===== config.mk =====
export PLATFORM = sky130hd
export DESIGN_NAME = ecc_secded_scrub_memory
export DESIGN_NICKNAME = d
export VERILOG_FILES = /design/src/rtl/ecc_secded_scrub_memory.sv
export SDC_FILE = /design/constraint.sdc
export NUM_CORES = 1
export LEC_CHECK = 0
export CORE_MARGIN = 10
export CORE_UTILIZATION = 40
export CTS_CLUSTER_DIAMETER = 30
export CTS_CLUSTER_SIZE = 16
export DETAILED_ROUTE_END_ITERATION = 6
export SYNTH_ARGS = -nofsm -noshare
export SYNTH_HDL_FRONTEND = slang
export SYNTH_SLANG_ARGS = --single-unit

===== constraint.sdc =====
create_clock -name clk -period 4.9 [get_ports clk]
set_input_delay 1.47 -clock clk [delete_from_list [all_inputs] [get_ports clk]]
set_output_delay 1.47 -clock clk [all_outputs]
set_load 0.02 [all_outputs]

===== src/rtl/ecc_secded_scrub_memory.sv =====
// SECDED (extended Hamming) protected single-port memory with an idle-time scrubber.
// User reads have two-cycle latency. A scrub step stalls the user port for 2 or 3 cycles.
module ecc_secded_scrub_memory #(
    parameter int DATA_W         = 8,
    parameter int ADDR_W         = 4,
    parameter int SCRUB_INTERVAL = 64,
    parameter int CNT_W          = 8,
    localparam int P    = (DATA_W <= 4)  ? 3 :
                          (DATA_W <= 11) ? 4 :
                          (DATA_W <= 26) ? 5 :
                          (DATA_W <= 57) ? 6 :
                          (DATA_W <= 120) ? 7 : 8,
    localparam int CW_W = DATA_W + P + 1
) (
    input  logic              clk,
    input  logic              rst,
    input  logic              req_valid,
    output logic              req_ready,
    input  logic              req_we,
    input  logic [ADDR_W-1:0] req_addr,
    input  logic [DATA_W-1:0] req_wdata,
    input  logic [CW_W-1:0]   inj_mask,
    output logic              rsp_valid,
    output logic [DATA_W-1:0] rsp_rdata,
    output logic              rsp_sbe,
    output logic              rsp_dbe,
    input  logic              scrub_en,
    input  logic              cnt_clr,
    output logic [CNT_W-1:0]  sbe_count,
    output logic [CNT_W-1:0]  dbe_count,
    output logic              dbe_seen,
    output logic [ADDR_W-1:0] dbe_addr,
    output logic [1:0]        scrub_state,
    output logic [ADDR_W-1:0] scrub_ptr
);
    localparam int DEPTH = 1 << ADDR_W;
    localparam int TMR_W = (SCRUB_INTERVAL > 2) ? $clog2(SCRUB_INTERVAL) : 1;
    localparam logic [TMR_W-1:0] TMR_LAST = TMR_W'(SCRUB_INTERVAL - 1);

    typedef enum logic [1:0] {IDLE = 2'd0, S_READ = 2'd1, S_CHECK = 2'd2, S_WRITE = 2'd3} state_t;
    typedef struct packed {
        logic [DATA_W-1:0] data;
        logic              sbe;
        logic              dbe;
    } dec_t;

    function automatic logic [CW_W-1:0] encode(input logic [DATA_W-1:0] d);
        logic [CW_W-1:0] c;
        logic            b;
        int              k;
        c = '0;
        k = 0;
        for (int pos = 1; pos < CW_W; pos++) begin
            if ((pos & (pos - 1)) != 0) begin
                c[pos] = d[k];
                k++;
            end
        end
        // Parity positions are still zero here, so each parity bit only sums data bits.
        for (int i = 0; i < P; i++) begin
            b = 1'b0;
            for (int pos = 1; pos < CW_W; pos++)
                if (((pos >> i) & 1) != 0) b = b ^ c[pos];
            c[1 << i] = b;
        end
        c[0] = ^c[CW_W-1:1];
        return c;
    endfunction

    function automatic dec_t decode(input logic [CW_W-1:0] c);
        logic [P-1:0]    s;
        logic            q;
        logic [CW_W-1:0] fixed;
        dec_t            r;
        int              k;
        s = '0;
        for (int i = 0; i < P; i++)
            for (int pos = 1; pos < CW_W; pos++)
                if (((pos >> i) & 1) != 0) s[i] = s[i] ^ c[pos];
        q = ^c;
        fixed = c;
        if (q && (int'(s) < CW_W)) fixed[s] = ~fixed[s];
        r = '0;
        k = 0;
        for (int pos = 1; pos < CW_W; pos++) begin
            if ((pos & (pos - 1)) != 0) begin
                r.data[k] = fixed[pos];
                k++;
            end
        end
        r.sbe = q;
        r.dbe = !q && (s != '0);
        return r;
    endfunction

    state_t            state, state_next;
    logic [TMR_W-1:0]  timer;
    logic [CW_W-1:0]   mem [DEPTH];
    logic [CW_W-1:0]   rd_code, scrub_code;
    logic [ADDR_W-1:0] rd_addr;
    logic              rd_pend;
    logic              accept, go_scrub;
    logic              scrub_rd, scrub_chk, scrub_wr, step_done;
    logic              sbe_ev, dbe_ev;
    logic [ADDR_W-1:0] dbe_ev_addr;
    dec_t              rd_dec, scrub_dec;

    // Request handshake: a request transfers on a rising edge where req_valid && req_ready;
    // the requester holds req_valid and its fields stable until that edge.
    assign accept   = req_valid && req_ready;
    assign go_scrub = scrub_en && (timer == TMR_LAST) && !accept;
    assign rd_dec    = decode(rd_code);
    assign scrub_dec = decode(scrub_code);
    assign scrub_state = state;

    always_ff @(posedge clk or negedge rst) begin
        if (!rst) state <= IDLE;
        else      state <= state_next;
    end

    always_comb begin
        state_next = state;
        case (state)
            IDLE:    if (go_scrub) state_next = S_READ;
            S_READ:  state_next = S_CHECK;
            S_CHECK: state_next = scrub_dec.sbe ? S_WRITE : IDLE;
            S_WRITE: state_next = IDLE;
            default: state_next = IDLE;
        endcase
    end

    always_comb begin
        req_ready = (state == IDLE);
        scrub_rd  = (state == S_READ);
        scrub_chk = (state == S_CHECK);
        scrub_wr  = (state == S_WRITE);
        step_done = ((state == S_CHECK) && !scrub_dec.sbe) || (state == S_WRITE);
    end

    always_ff @(posedge clk or negedge rst) begin
        if (!rst) begin
            for (int i = 0; i < DEPTH; i++) mem[i] <= '0;
        end else if (accept && req_we) begin
            mem[req_addr] <= encode(req_wdata) ^ inj_mask;
        end else if (scrub_wr) begin
            mem[scrub_ptr] <= encode(scrub_dec.data);
        end
    end

    always_ff @(posedge clk or negedge rst) begin
        if (!rst) begin
            rd_pend    <= 1'b0;
            rd_code    <= '0;
            rd_addr    <= '0;
            scrub_code <= '0;
            rsp_valid  <= 1'b0;
            rsp_rdata  <= '0;
            rsp_sbe    <= 1'b0;
            rsp_dbe    <= 1'b0;
        end else begin
            rd_pend <= accept && !req_we;
            if (accept && !req_we) begin
                rd_code <= mem[req_addr];
                rd_addr <= req_addr;
            end
            if (scrub_rd) scrub_code <= mem[scrub_ptr];
            rsp_valid <= rd_pend;
            rsp_sbe   <= rd_pend && rd_dec.sbe;
            rsp_dbe   <= rd_pend && rd_dec.dbe;
            if (rd_pend) rsp_rdata <= rd_dec.data;
        end
    end

    // A user decode and a scrub check never land on the same edge, so one event per edge suffices.
    assign sbe_ev      = (rd_pend && rd_dec.sbe) || (scrub_chk && scrub_dec.sbe);
    assign dbe_ev      = (rd_pend && rd_dec.dbe) || (scrub_chk && scrub_dec.dbe);
    assign dbe_ev_addr = rd_pend ? rd_addr : scrub_ptr;

    always_ff @(posedge clk or negedge rst) begin
        if (!rst) begin
            sbe_count <= '0;
            dbe_count <= '0;
            dbe_seen  <= 1'b0;
            dbe_addr  <= '0;
        end else begin
            if (cnt_clr) begin
                sbe_count <= '0;
                dbe_count <= '0;
                dbe_seen  <= 1'b0;
            end else begin
                if (sbe_ev && (sbe_count != {CNT_W{1'b1}})) sbe_count <= sbe_count + 1'b1;
                if (dbe_ev && (dbe_count != {CNT_W{1'b1}})) dbe_count <= dbe_count + 1'b1;
                if (dbe_ev) dbe_seen <= 1'b1;
            end
            if (dbe_ev) dbe_addr <= dbe_ev_addr;
        end
    end

    always_ff @(posedge clk or negedge rst) begin
        if (!rst) begin
            timer     <= '0;
            scrub_ptr <= '0;
        end else if (step_done) begin
            timer     <= '0;
            scrub_ptr <= scrub_ptr + 1'b1;
        end else if (state == IDLE) begin
            if (accept)                 timer <= '0;
            else if (timer != TMR_LAST) timer <= timer + 1'b1;
        end
    end
endmodule


==> qor.csv <==
stage,metric,value,unit
run,maxCapViolCount,0,
sta,fin_worst_skew,0.0316,ns
pwr,p_int,0.00755,W
run_status,status,"finished, final reports clean",
detailed_routing,drc,0,
finish,diodes,0,
logic_synthesis,synthesis.nets,1476,
clock_network,post_cts_buffers,0,
detailed_routing,dr.pass1.iters,6,
global_routing,grt_usage,22.3,%
setup_path,path_cells,xnor2_2 -> xnor2_1 -> and4b_1 -> o21ai_1 -> nor2_2 -> mux2i_4 -> buf_4 -> xor2_2 -> xnor2_2 -> xnor2_2 -> o221ai_1,
logic_synthesis,avgSynthCellArea,11.5,um2
setup_path,startpoint_type,register,
pwr,pwr-share-seq,30.2,%
pwr,irDropWorstVdd,0.338,mV
clock_network,cts_buffers,70,
finish,final_common_cell,dfrtp_1,
logic_synthesis,synth_area_leader_cell,dfrtp_1,
setup_path,cp_common_cell,xnor2_2,
sta,fin_crit,4.28,ns
floorplanning,die_height,224,um
logic_synthesis,yosysUniqueCellTypes,63,
detailed_routing,drt-initial-drc-count,1786,
floorplanning,start_util,40.5,%
logic_synthesis,syn_area,16600,um2
pwr,comb_power_share,27.4,%
clock_network,cts_root_buffer,clkbuf_16,
global_routing,grt_pass1_vias,13800,
detailed_routing,via_count,13700,
logic_synthesis,syn_inst,1438,
finish,layout-drive-gt1-share,24.8,%
logic_synthesis,ys.flop_type,dfrtp_1,
place,portBuffers,69,
logic_synthesis,seq_area_frac_synth,42.7,%
logic_synthesis,yosys_warnings,0,
sta,setup_viol,0,
global_routing,grt_overflow_total,0,
floorplanning,fp-row-count,74,
place,dp.cells,1965,
min_path,hp-class,register to register,
logic_synthesis,yosys.area.top_type_share,42.7,%
pwr,pwr-share-clk,42.4,%
logic_synthesis,yosys_register_bits,283,
clock_network,cts_tree,yes,
clock_network,clock_path_buffers,3,
global_routing,antenna_found_initial,5,
pwr,static-leakage-power,8.24,nW
finish,syn_to_final_growth,22.6,%
setup_path,crit_path_max_fanout,17,
setup_path,crit_family,XOR/XNOR gates,
clock_network,ctsHoldBuffers,0,
finish,nFillCells,3607,
setup_path,slowest_delay,0.79,ns
detailed_routing,drt_wl_total,56500,um
sta,drv_slew,0,
detailed_routing,avgRoutedWirePerCell,27.0,um
clock_network,clkSinkCount,283,
setup_path,cp.required,5.29,ns
logic_synthesis,async_flop_share,100,%
setup_path,cp_num_buf_inv,1,
pwr,swShare,31.7,%
setup_path,cp-end-kind,register,
place,place_congestion,0.903,
clock_network,cts.clk_slew.worst_paths,0.05,ns
pwr,p_sw,0.00350,W
sta,hold_viol,0,
global_routing,grt_max_degree,103,
finish,mostFrequentLayoutCells,"dfrtp_1, nand2_1, o221ai_1, mux4_2, nor2_1",
finish,nets,1543,
place,place.detailed.hpwl,37700,um
setup_path,arrival,4.67,ns
sta,tightest_slew,0.974,ns
detailed_routing,ant_nets,0,
pwr,power.density,543,nW/um2
clock_network,cts_resized,0,
sta,relSlewSlack,34.8,%
setup_path,worstSetupPathType,register to register,
sta,fmax,234,MHz
floorplanning,fp.dieW,224,um
floorplanning,die-area,50000,um2
floorplanning,ios,70,
floorplanning,core_area,40900,um2
sta,rsz0062_at_grt,false,
logic_synthesis,synth-edff-count,0,
clock_network,clk_latency,0.58,ns
setup_path,crit_slowest_cell,xnor2_2,
sta,setup_tns,0,ns
global_routing,grt_first_pass_wirelength,87100,um
detailed_routing,vias_per_cell,6.55,
clock_network,htreeDepth,3,
sta,fin_crit_sh,87.4,%
logic_synthesis,synth_area_leaders,"dfrtp_1, mux4_2, o221ai_1",
finish,stdcell_count,2094,
## metrics by stage
stage,hold WS (ns),total power [W],worst slack (ns),utilization [%],instance area (um2)
after detailed placement,0.474,0.00633,0.731,43.8,17900
final,0.482,0.0111,0.619,49.7,20300
after global routing,0.513,0.0116,0.340,49.7,20300
after floorplan,0.433,0.00540,1.17,-,16600
after global placement,0.468,0.00625,0.875,43.8,17900
after CTS,0.484,0.0111,0.707,49.7,20300
## power groups by stage
stage / Clock [W] / Sequential (W) / Combinational, W
2_1_floorplan: 0 / 0.00326 / 0.00214
3_3_place_gp: 0 / 0.00332 / 0.00293
3_5_place_dp: 0 / 0.00335 / 0.00298
4_1_cts: 0.00474 / 0.00332 / 0.00301
5_1_grt: 0.00488 / 0.00340 / 0.00328
6_report: 0.00469 / 0.00333 / 0.00303
## cell families (layout without fill, tap and decap cells)
logic type	after synthesis	in the layout	share of synthesized area (%)
DFF	283	283	42.7
adders and majority gates	7	7	0.528
xor gates and xnor gates	104	104	6.20
buffers and inverters	150	274	3.58
muxes	188	188	21.6
and+or+nand+nor	398	398	10.2
AOI/OAI and AO/OA	308	308	15.1
## worst paths after layout
check / startpoint / endpoint / slack, ns / cells after the start
min in group asynchronous: rst / sbe_count[4] / 0.93 / 1
worst min register to register: dbe_addr[2] / dbe_addr[2] / 0.48 / 2
max in group asynchronous: rst / mem[17] / 2.97 / 2
worst min-delay path: dbe_addr[2] / dbe_addr[2] / 0.48 / 2
worst max register to register: scrub_code[11] / mem[79] / 0.62 / 11
worst max-delay path: scrub_code[11] / mem[79] / 0.62 / 11
## area by class of cell
cell class / count / area [um2] / area share, %
clock buffer: 89 / 1930 / 9.51
clock inverter: 40 / 490 / 2.41
inverter: 13 / 48.8 / 0.240
multi-input combinational: 1005 / 8910 / 43.8
sequential: 283 / 7090 / 34.9
tap: 532 / 666 / 3.27
timing repair buffer: 132 / 1200 / 5.90
## synthesized netlist by cell type (all sizes together), types with 4 or more instances
cell type    n
dfrtp      283
nand2      217
o221ai     159
mux4       130
clkbuf     112
nor2        93
xnor2       76
mux2        46
a21oi       34
a221o       32
buf         25
xor2        25
nand3       23
o22ai       20
a22o        18
o21ai       17
nor3        16
inv         13
and3        12
mux2i       12
nand4        8
ha           7
nor2b        7
a31oi        6
and2         5
nand2b       4
## layer usage
layer  vias to the layer above  share of wire (%)  routed length (um)  global-route usage [%]
li1                       5719                  -                   -                       -
met1                      6929                 38               21700                    28.3
met2                       870                 46               26200                    34.5
met3                       197                 11                6110                    6.95
met4                         8                4.2                2380                    9.46
met5                         -               0.10                  57                       0
## worst reg2reg max path, stage by stage, from the launching register on
cell and delay, ns:
dfrtp_1 0.64, xnor2_2 0.21, xnor2_1 0.60, and4b_1 0.31, o21ai_1 0.13, nor2_2 0.23
mux2i_4 0.27, buf_4 0.27, xor2_2 0.25, xnor2_2 0.14, xnor2_2 0.79, o221ai_1 0.27
## state kept, by name, summed over array words and instances, names as in the netlist, 2 cells and up
| register | flops |
|---|---|
| sbe_count | 8 |
| mem | 208 |
| scrub_ptr | 4 |
| dbe_count | 8 |
| rd_code | 13 |
| dbe_addr | 4 |
| rsp_rdata | 8 |
| timer | 6 |
| rd_addr | 4 |
| scrub_code | 13 |
| scrub_state | 2 |
Note: power is estimated with default switching activity, not from simulation.
